## config.mk

```make
export PLATFORM = sky130hd
export DESIGN_NAME = instr_fetch_unit
export DESIGN_NICKNAME = d
export VERILOG_FILES = /design/src/rtl/instr_fetch_unit.sv
export SDC_FILE = /design/constraint.sdc
export NUM_CORES = 1
export LEC_CHECK = 0
export BUFFER_PORTS_ARGS = -buffer_cell sky130_fd_sc_hd__buf_2
export CAP_MARGIN = 20
export CELL_PAD_IN_SITES_DETAIL_PLACEMENT = 1
export CELL_PAD_IN_SITES_GLOBAL_PLACEMENT = 1
export CORE_MARGIN = 5
export CORE_UTILIZATION = 37
export CTS_CLUSTER_DIAMETER = 80
export DETAILED_ROUTE_END_ITERATION = 8
export GPL_TIMING_DRIVEN = 0
export PLACE_DENSITY = 0.95
export SYNTH_ARGS = -nofsm -noshare
export SYNTH_HDL_FRONTEND = slang
export SYNTH_SLANG_ARGS = --single-unit
```

## constraint.sdc

```tcl
create_clock -name clk -period 2.55 [get_ports clk]
set_input_delay 0.1275 -clock clk [delete_from_list [all_inputs] [get_ports clk]]
set_output_delay 0.1275 -clock clk [all_outputs]
set_load 0.01 [all_outputs]
```

## src/rtl/instr_fetch_unit.sv

```systemverilog
// Instruction-fetch stage: owns the PC, reads a synchronous RAM and presents
// each fetched word to the core through a valid/ready handshake.
module instr_fetch_unit #(
  parameter int ADDR_W  = 8,
  parameter int DATA_W  = 16,
  parameter int RAM_LAT = 1
) (
  input  logic              clk,
  input  logic              rst_n,
  input  logic              start,
  input  logic [ADDR_W-1:0] start_pc,
  input  logic              redirect,
  input  logic [ADDR_W-1:0] redirect_pc,
  input  logic              halt,
  output logic [ADDR_W-1:0] ram_r_addr,
  input  logic [DATA_W-1:0] ram_r_data,
  output logic [DATA_W-1:0] ir_out,
  output logic [ADDR_W-1:0] ir_pc,
  output logic              ir_valid,
  input  logic              ir_ready,
  output logic              busy
);

  typedef enum logic [1:0] {
    S_IDLE = 2'd0,
    S_REQ  = 2'd1,
    S_WAIT = 2'd2,
    S_HOLD = 2'd3
  } state_t;

  localparam logic [1:0] LAT_LAST = 2'(RAM_LAT - 1);

  state_t              state_q, state_d;
  logic [ADDR_W-1:0]   pc_q, pc_d;
  logic [1:0]          lat_q, lat_d;
  logic [DATA_W-1:0]   ir_out_q, ir_out_d;
  logic [ADDR_W-1:0]   ir_pc_q, ir_pc_d;
  logic                ir_valid_q, ir_valid_d;

  always_ff @(posedge clk) begin
    if (!rst_n) begin
      state_q    <= S_IDLE;
      pc_q       <= '0;
      lat_q      <= '0;
      ir_out_q   <= '0;
      ir_pc_q    <= '0;
      ir_valid_q <= 1'b0;
    end else begin
      state_q    <= state_d;
      pc_q       <= pc_d;
      lat_q      <= lat_d;
      ir_out_q   <= ir_out_d;
      ir_pc_q    <= ir_pc_d;
      ir_valid_q <= ir_valid_d;
    end
  end

  // halt outranks redirect; a HOLD word taken in the same cycle as a redirect
  // has already been consumed, so only the refetch matters here.
  always_comb begin
    state_d    = state_q;
    pc_d       = pc_q;
    lat_d      = lat_q;
    ir_out_d   = ir_out_q;
    ir_pc_d    = ir_pc_q;
    ir_valid_d = ir_valid_q;
    if (halt) begin
      state_d    = S_IDLE;
      ir_valid_d = 1'b0;
    end else if (redirect && (state_q != S_IDLE)) begin
      pc_d       = redirect_pc;
      ir_valid_d = 1'b0;
      lat_d      = '0;
      state_d    = S_REQ;
    end else begin
      case (state_q)
        S_IDLE: begin
          ir_valid_d = 1'b0;
          if (start) begin
            pc_d    = start_pc;
            state_d = S_REQ;
          end
        end
        S_REQ: begin
          lat_d   = '0;
          state_d = S_WAIT;
        end
        S_WAIT: begin
          if (lat_q == LAT_LAST) begin
            ir_out_d   = ram_r_data;
            ir_pc_d    = pc_q;
            pc_d       = pc_q + 1'b1;
            ir_valid_d = 1'b1;
            state_d    = S_HOLD;
          end else begin
            lat_d = lat_q + 1'b1;
          end
        end
        S_HOLD: begin
          if (ir_valid_q && ir_ready) begin
            ir_valid_d = 1'b0;
            state_d    = S_REQ;
          end
        end
        default: state_d = S_IDLE;
      endcase
    end
  end

  assign ram_r_addr = pc_q;
  assign ir_out     = ir_out_q;
  assign ir_pc      = ir_pc_q;
  assign ir_valid   = ir_valid_q;
  assign busy       = (state_q != S_IDLE);

endmodule

```

### Word-level counts from Yosys, hierarchy flattened

Index checks and enable logic that the tools add are counted.

| word-level totals | value |
|---|---|
| register bits | 37 |
| input bits | 38 |
| logic and storage cells | 53 |
| output and inout bits | 34 |

| operators by class | value |
|---|---|
| mux-type cells | 15 |
| eq/ne operators | 10 |
| reduce and logical (&&, ||, !) cells | 16 |
| add/sub/neg operators | 2 |
| bitwise logic cells | 3 |

Operators with widths:

| cell | number |
|---|---|
| $mux 8 | 3 |
| $pmux 8 s2 | 1 |
| $ne 3x3->1 const B | 4 |
| $reduce_and 3->1 | 4 |
| $mux 2 | 5 |
| $reduce_bool 3->1 | 3 |
| $add 8x1->8 const B | 1 |
| $pmux 2 s4 | 1 |
| $reduce_and 4->1 | 2 |
| $ne 2x2->1 const B | 3 |
| $eq 2x2->1 const B | 2 |
| $logic_not 2->1 | 2 |
| $pmux 2 s2 | 1 |
| $mux 1 | 3 |
| $not 1->1 | 3 |
| $pmux 1 s3 | 1 |
| $reduce_or 3->1 | 1 |
| $add 2x1->2 const B | 1 |
| $eq 2x1->1 const B | 1 |
| $logic_and 1x1->1 | 2 |
| $reduce_bool 2->1 | 1 |
| $reduce_or 2->1 | 1 |

### Longest topological paths before layout

| depth | value |
|---|---|
| depth after elaboration | 4 |
| depth in mapped cells | 8 |
| mapped depth without buffers | 6 |

### Worst setup path after synthesis

OpenSTA, ideal clock, no wires.

| timing path | value |
|---|---|
| path kind | register to register |
| from | register pc_q[0], in the netlist ram_r_addr[0] |
| to | register pc_q[6], in the netlist ram_r_addr[6] |
| arrival | 1585 ps |
| required time | 2462 ps |
| path slack | 877 ps |
| buffers on the path | 0 |
| setup time | 88 ps |
| stages on the path, launching flop included | 6 |
| period minus slack after synthesis | 1673 ps |
| cells stage by stage | dfxtp_1 -> ha_1 -> bufinv_8 -> or3_1 -> a31o_1 -> a311oi_2 |

| on the way | value |
|---|---|
| longest elaborated chain between the ends | 4 |

RTL lines:

| element | line | RTL |
|---|---|---|
| start: declaration | 34 | `logic [ADDR_W-1:0] pc_q, pc_d;` |
| start signal: assignment | 50 | `pc_q <= pc_d;` |
| $add 8x1->8 | 92 | `pc_d = pc_q + 1'b1;` |
| $mux 8 | 89 | `if (lat_q == LAT_LAST) begin` |
| $pmux 8 s2 | 76 | `case (state_q)` |
| $mux 8 | 70 | `end else if (redirect && (state_q != S_IDLE)) begin` |

Every way passes these cells. The select of a mux whose other input is x is not followed.
A chain may end at the register's enable or synchronous reset.

### Final worst setup path

| timing path | value |
|---|---|
| from | register state_q[0] |
| to | register pc_q[7], in the netlist ram_r_addr[7] |

| on the way | value |
|---|---|
| longest elaborated chain between the ends | 4 |
| elaborated cells between the ends (all ways) | 10 |
| classes of those cells | eq/ne (3); mux (2); reduce/logical (5) |

RTL lines:

| element | line | RTL |
|---|---|---|
| start: declaration | 33 | `state_t state_q, state_d;` |
| start signal: assignment | 49 | `state_q <= state_d;` |
| $reduce_bool 2->1 | 70 |  |
| $logic_and 1x1->1 | 70 |  |
| $ne 3x3->1 (no source line) or $reduce_bool 3->1 (tied branches) | n/a |  |
| $reduce_and 4->1 (no source line) | n/a |  |

Parallel ways exist; a longest one is shown, timed or not.

==> flow_summary_export.csv <==
group,metric,value,unit
sta,holdWs,72.46,ps
detailed_routing,ant_nets,0,
synthesis,ys_ff_latch,37,
clock_tree,cts_tree,"done",
global_routing,grt_pass1_wl,9425,µm
synthesis,synth-async-reset-ratio,0,%
final_layout,final_core_util,49.39,%
sta,tightest_slew,538.4,ps
power,combinationalPowerShare,15.3,%
synthesis,synth-edff-count,0,
detailed_routing,routed_wl,6057,µm
clock_tree,clockBufferDepth,2,
critical_path,crit_fanout,8,
placed_design,place_inst,360,
power,peakVddDrop,0.2586,mV
power,switchingPower,0.3324,mW
placed_design,port_buffers,71,
global_routing,grt_pass1_vias,2024,
sta,finalHoldViolCount,0,
sta,fin_crit_sh,78.10,%
clock_tree,htree_levels,2,
sta,finalCriticalPeriod,1992,ps
power,p_leak,1.044,nW
die,pin_count,72,
synthesis,netlist_area,1823,µm²
detailed_routing,vias,1926,
sta,max-slew-margin-rel,64.11,%
synthesis,synth_common_cells,"54 x nand2_1, 37 x dfxtp_1, 35 x a21oi_1",
detailed_routing,dr.pass1.iters,4,
synthesis,ys_seq_area_share,40.63,%
power,p_int,0.8907,mW
global_routing,antenna_found_initial,0,
global_routing,grt_overflow_total,0,
sta,fmax,502.1,MHz
clock_tree,hold_buffers,0,
critical_path,worstSetupPathType,"reg2reg",
global_routing,track_usage,18.98,%
power,swShare,27.18,%
power,p_per_area,520.8,nW/µm²
power,p_clk_share,34.3,%
clock_tree,post_cts_buffers,0,
synthesis,synth_cells,222,
clock_tree,cts_root_buffer,"clkbuf_8",
clock_tree,worstSkewPairLatency,290,ps
critical_path,cp_data_required_time,2740,ps
detailed_routing,route.detailed.drc,0,
synthesis,avgSynthCellArea,8.212,µm²
job,maxCapViolCount,0,
die,start_util,38.34,%
die,row_count,25,
synthesis,ys_warn_count,0,
final_layout,fillCellCount,637,
clock_tree,ctsResizeCount,0,
placed_design,place_hpwl,4582,µm
placed_design,gp_congestion,0.9050,
clock_tree,cts.sinks,37,
sta,setup_violations,0,
die,die-area,6430,µm²
synthesis,synth_top_area_cell,"dfxtp_1",
power,p_seq_share,50.4,%
sta,final.setup.tns,0,ps
final_layout,syn_to_final_growth,28.83,%
synthesis,synth_cell_types,47,
die,core,4755,µm²
critical_path,critical_path_arrival,2180,ps
final_layout,diodes,0,
synthesis,synth_area_leaders,"dfxtp_1 41%, nand2_1 11%, a21oi_1 9.6%",
final_layout,finalNonFillerCells,367,
detailed_routing,wl_per_cell,16.50,µm
synthesis,ys.flop_type,"dfxtp_1",
critical_path,end_kind,"register",
sta,rsz0062_at_grt,"false",
synthesis,synth_top_area_share,40.63,%
die,die-height,80.19,µm
detailed_routing,drt_iter0_markers,112,
outcome,outcome,"complete, no violations",
global_routing,grt_max_degree,11,
synthesis,synth.most_common_cell,"nand2_1",
final_layout,drive_above_1_share,33.33,%
detailed_routing,viasPerCell,5.248,
critical_path,start_kind,"register",
die,die_w,80.19,µm
clock_tree,numCtsBuffers,5,
sta,slew_viol_final,0,
sta,skew,9.370,ps
final_layout,fin_nets,345,
hold_path,hold_path_class,"in2reg",
synthesis,synth_nets,267,
clock_tree,clk_pin_slew,70,ps
[registers in the layout, summed over array words and instances (netlist names)]
name,cells
ir_valid,1
lat_q,2
ram_r_addr,8
state_q,2
ir_out,16
ir_pc,8
[layout make-up]
cell class / instances / area, µm² / share of cell area (%)
Sequential cell: 37 / 740.7 / 31.54
Timing Repair Buffer: 71 / 355.3 / 15.13
Clock buffer: 7 / 86.33 / 3.676
Buffer: 14 / 68.82 / 2.930
Multi-Input combinational cell: 161 / 962.2 / 40.97
Tap cell: 67 / 83.83 / 3.570
Inverter: 10 / 51.30 / 2.184
[stage by stage]
step | instance area, µm² | power [mW] | worst slack (ps)
2_1_floorplan | 1823 | 0.7329 | 877.0
3_3_place_gp | 2262 | 0.8063 | 630.5
3_5_place_dp | 2262 | 0.8130 | 601.3
4_1_cts | 2349 | 1.231 | 577.8
5_1_grt | 2349 | 1.275 | 403.2
6_report | 2349 | 1.223 | 558.4
[cells in the final DEF, fill, tap and decap left out, types with 3 or more instances in the layout]
| master | n |
|---|---|
| buf_2 | 81 |
| nand2_1 | 54 |
| dfxtp_1 | 37 |
| a21oi_1 | 35 |
| inv_1 | 7 |
| ha_1 | 7 |
| nor2_1 | 6 |
| clkbuf_8 | 6 |
| o21ai_0 | 5 |
| mux2i_1 | 5 |
| nand3_1 | 5 |
| clkbuf_1 | 4 |
| o221a_1 | 3 |
| nor3_1 | 3 |
[per-layer routing]
layer	up-vias	part of all wire [%]	track usage, %
li1	923	-	-
met1	903	40	20.61
met2	80	51	34.35
met3	20	5.5	4.372
met4	0	3.4	9.122
met5	-	0	0
[logic make-up after synthesis]
logic type | Yosys count | share of synthesized area (%)
AOI/OAI and AO/OA | 62 | 22.10
xor gates and xnor gates | 3 | 1.442
adders and majority gates | 7 | 4.804
buffers and inverters | 24 | 6.590
DFF | 37 | 40.63
muxes | 7 | 3.981
and+or+nand+nor | 82 | 20.45
[path summary, 6_finish.rpt]
| path | start | endpoint | slack [ps] | cells past startpoint |
|---|---|---|---|---|
| worst min-delay path | ram_r_data[10] | ir_out[10] | 70 | 3 |
| worst min register to register | ir_out[3] | ir_out[3] | 460 | 2 |
| worst max register to register | state_q[0] | ram_r_addr[7] | 560 | 6 |
| worst max-delay path | state_q[0] | ram_r_addr[7] | 560 | 6 |
[critical path, cell delays in order, from the launching register on]
cell	delay, ps
dfxtp_1	420
inv_1	110
ha_1	260
and2b_1	230
o31ai_4	460
a21oi_1	130
a311oi_1	280
[power groups by stage]
| stage | clock network [mW] | logic [mW] | registers, mW |
|---|---|---|---|
| 2_1_floorplan | 0 | 0.102 | 0.631 |
| 3_3_place_gp | 0 | 0.177 | 0.629 |
| 3_5_place_dp | 0 | 0.184 | 0.629 |
| 4_1_cts | 0.429 | 0.186 | 0.616 |
| 5_1_grt | 0.453 | 0.203 | 0.619 |
| 6_report | 0.419 | 0.187 | 0.617 |
(Power assumes the default switching activity.)
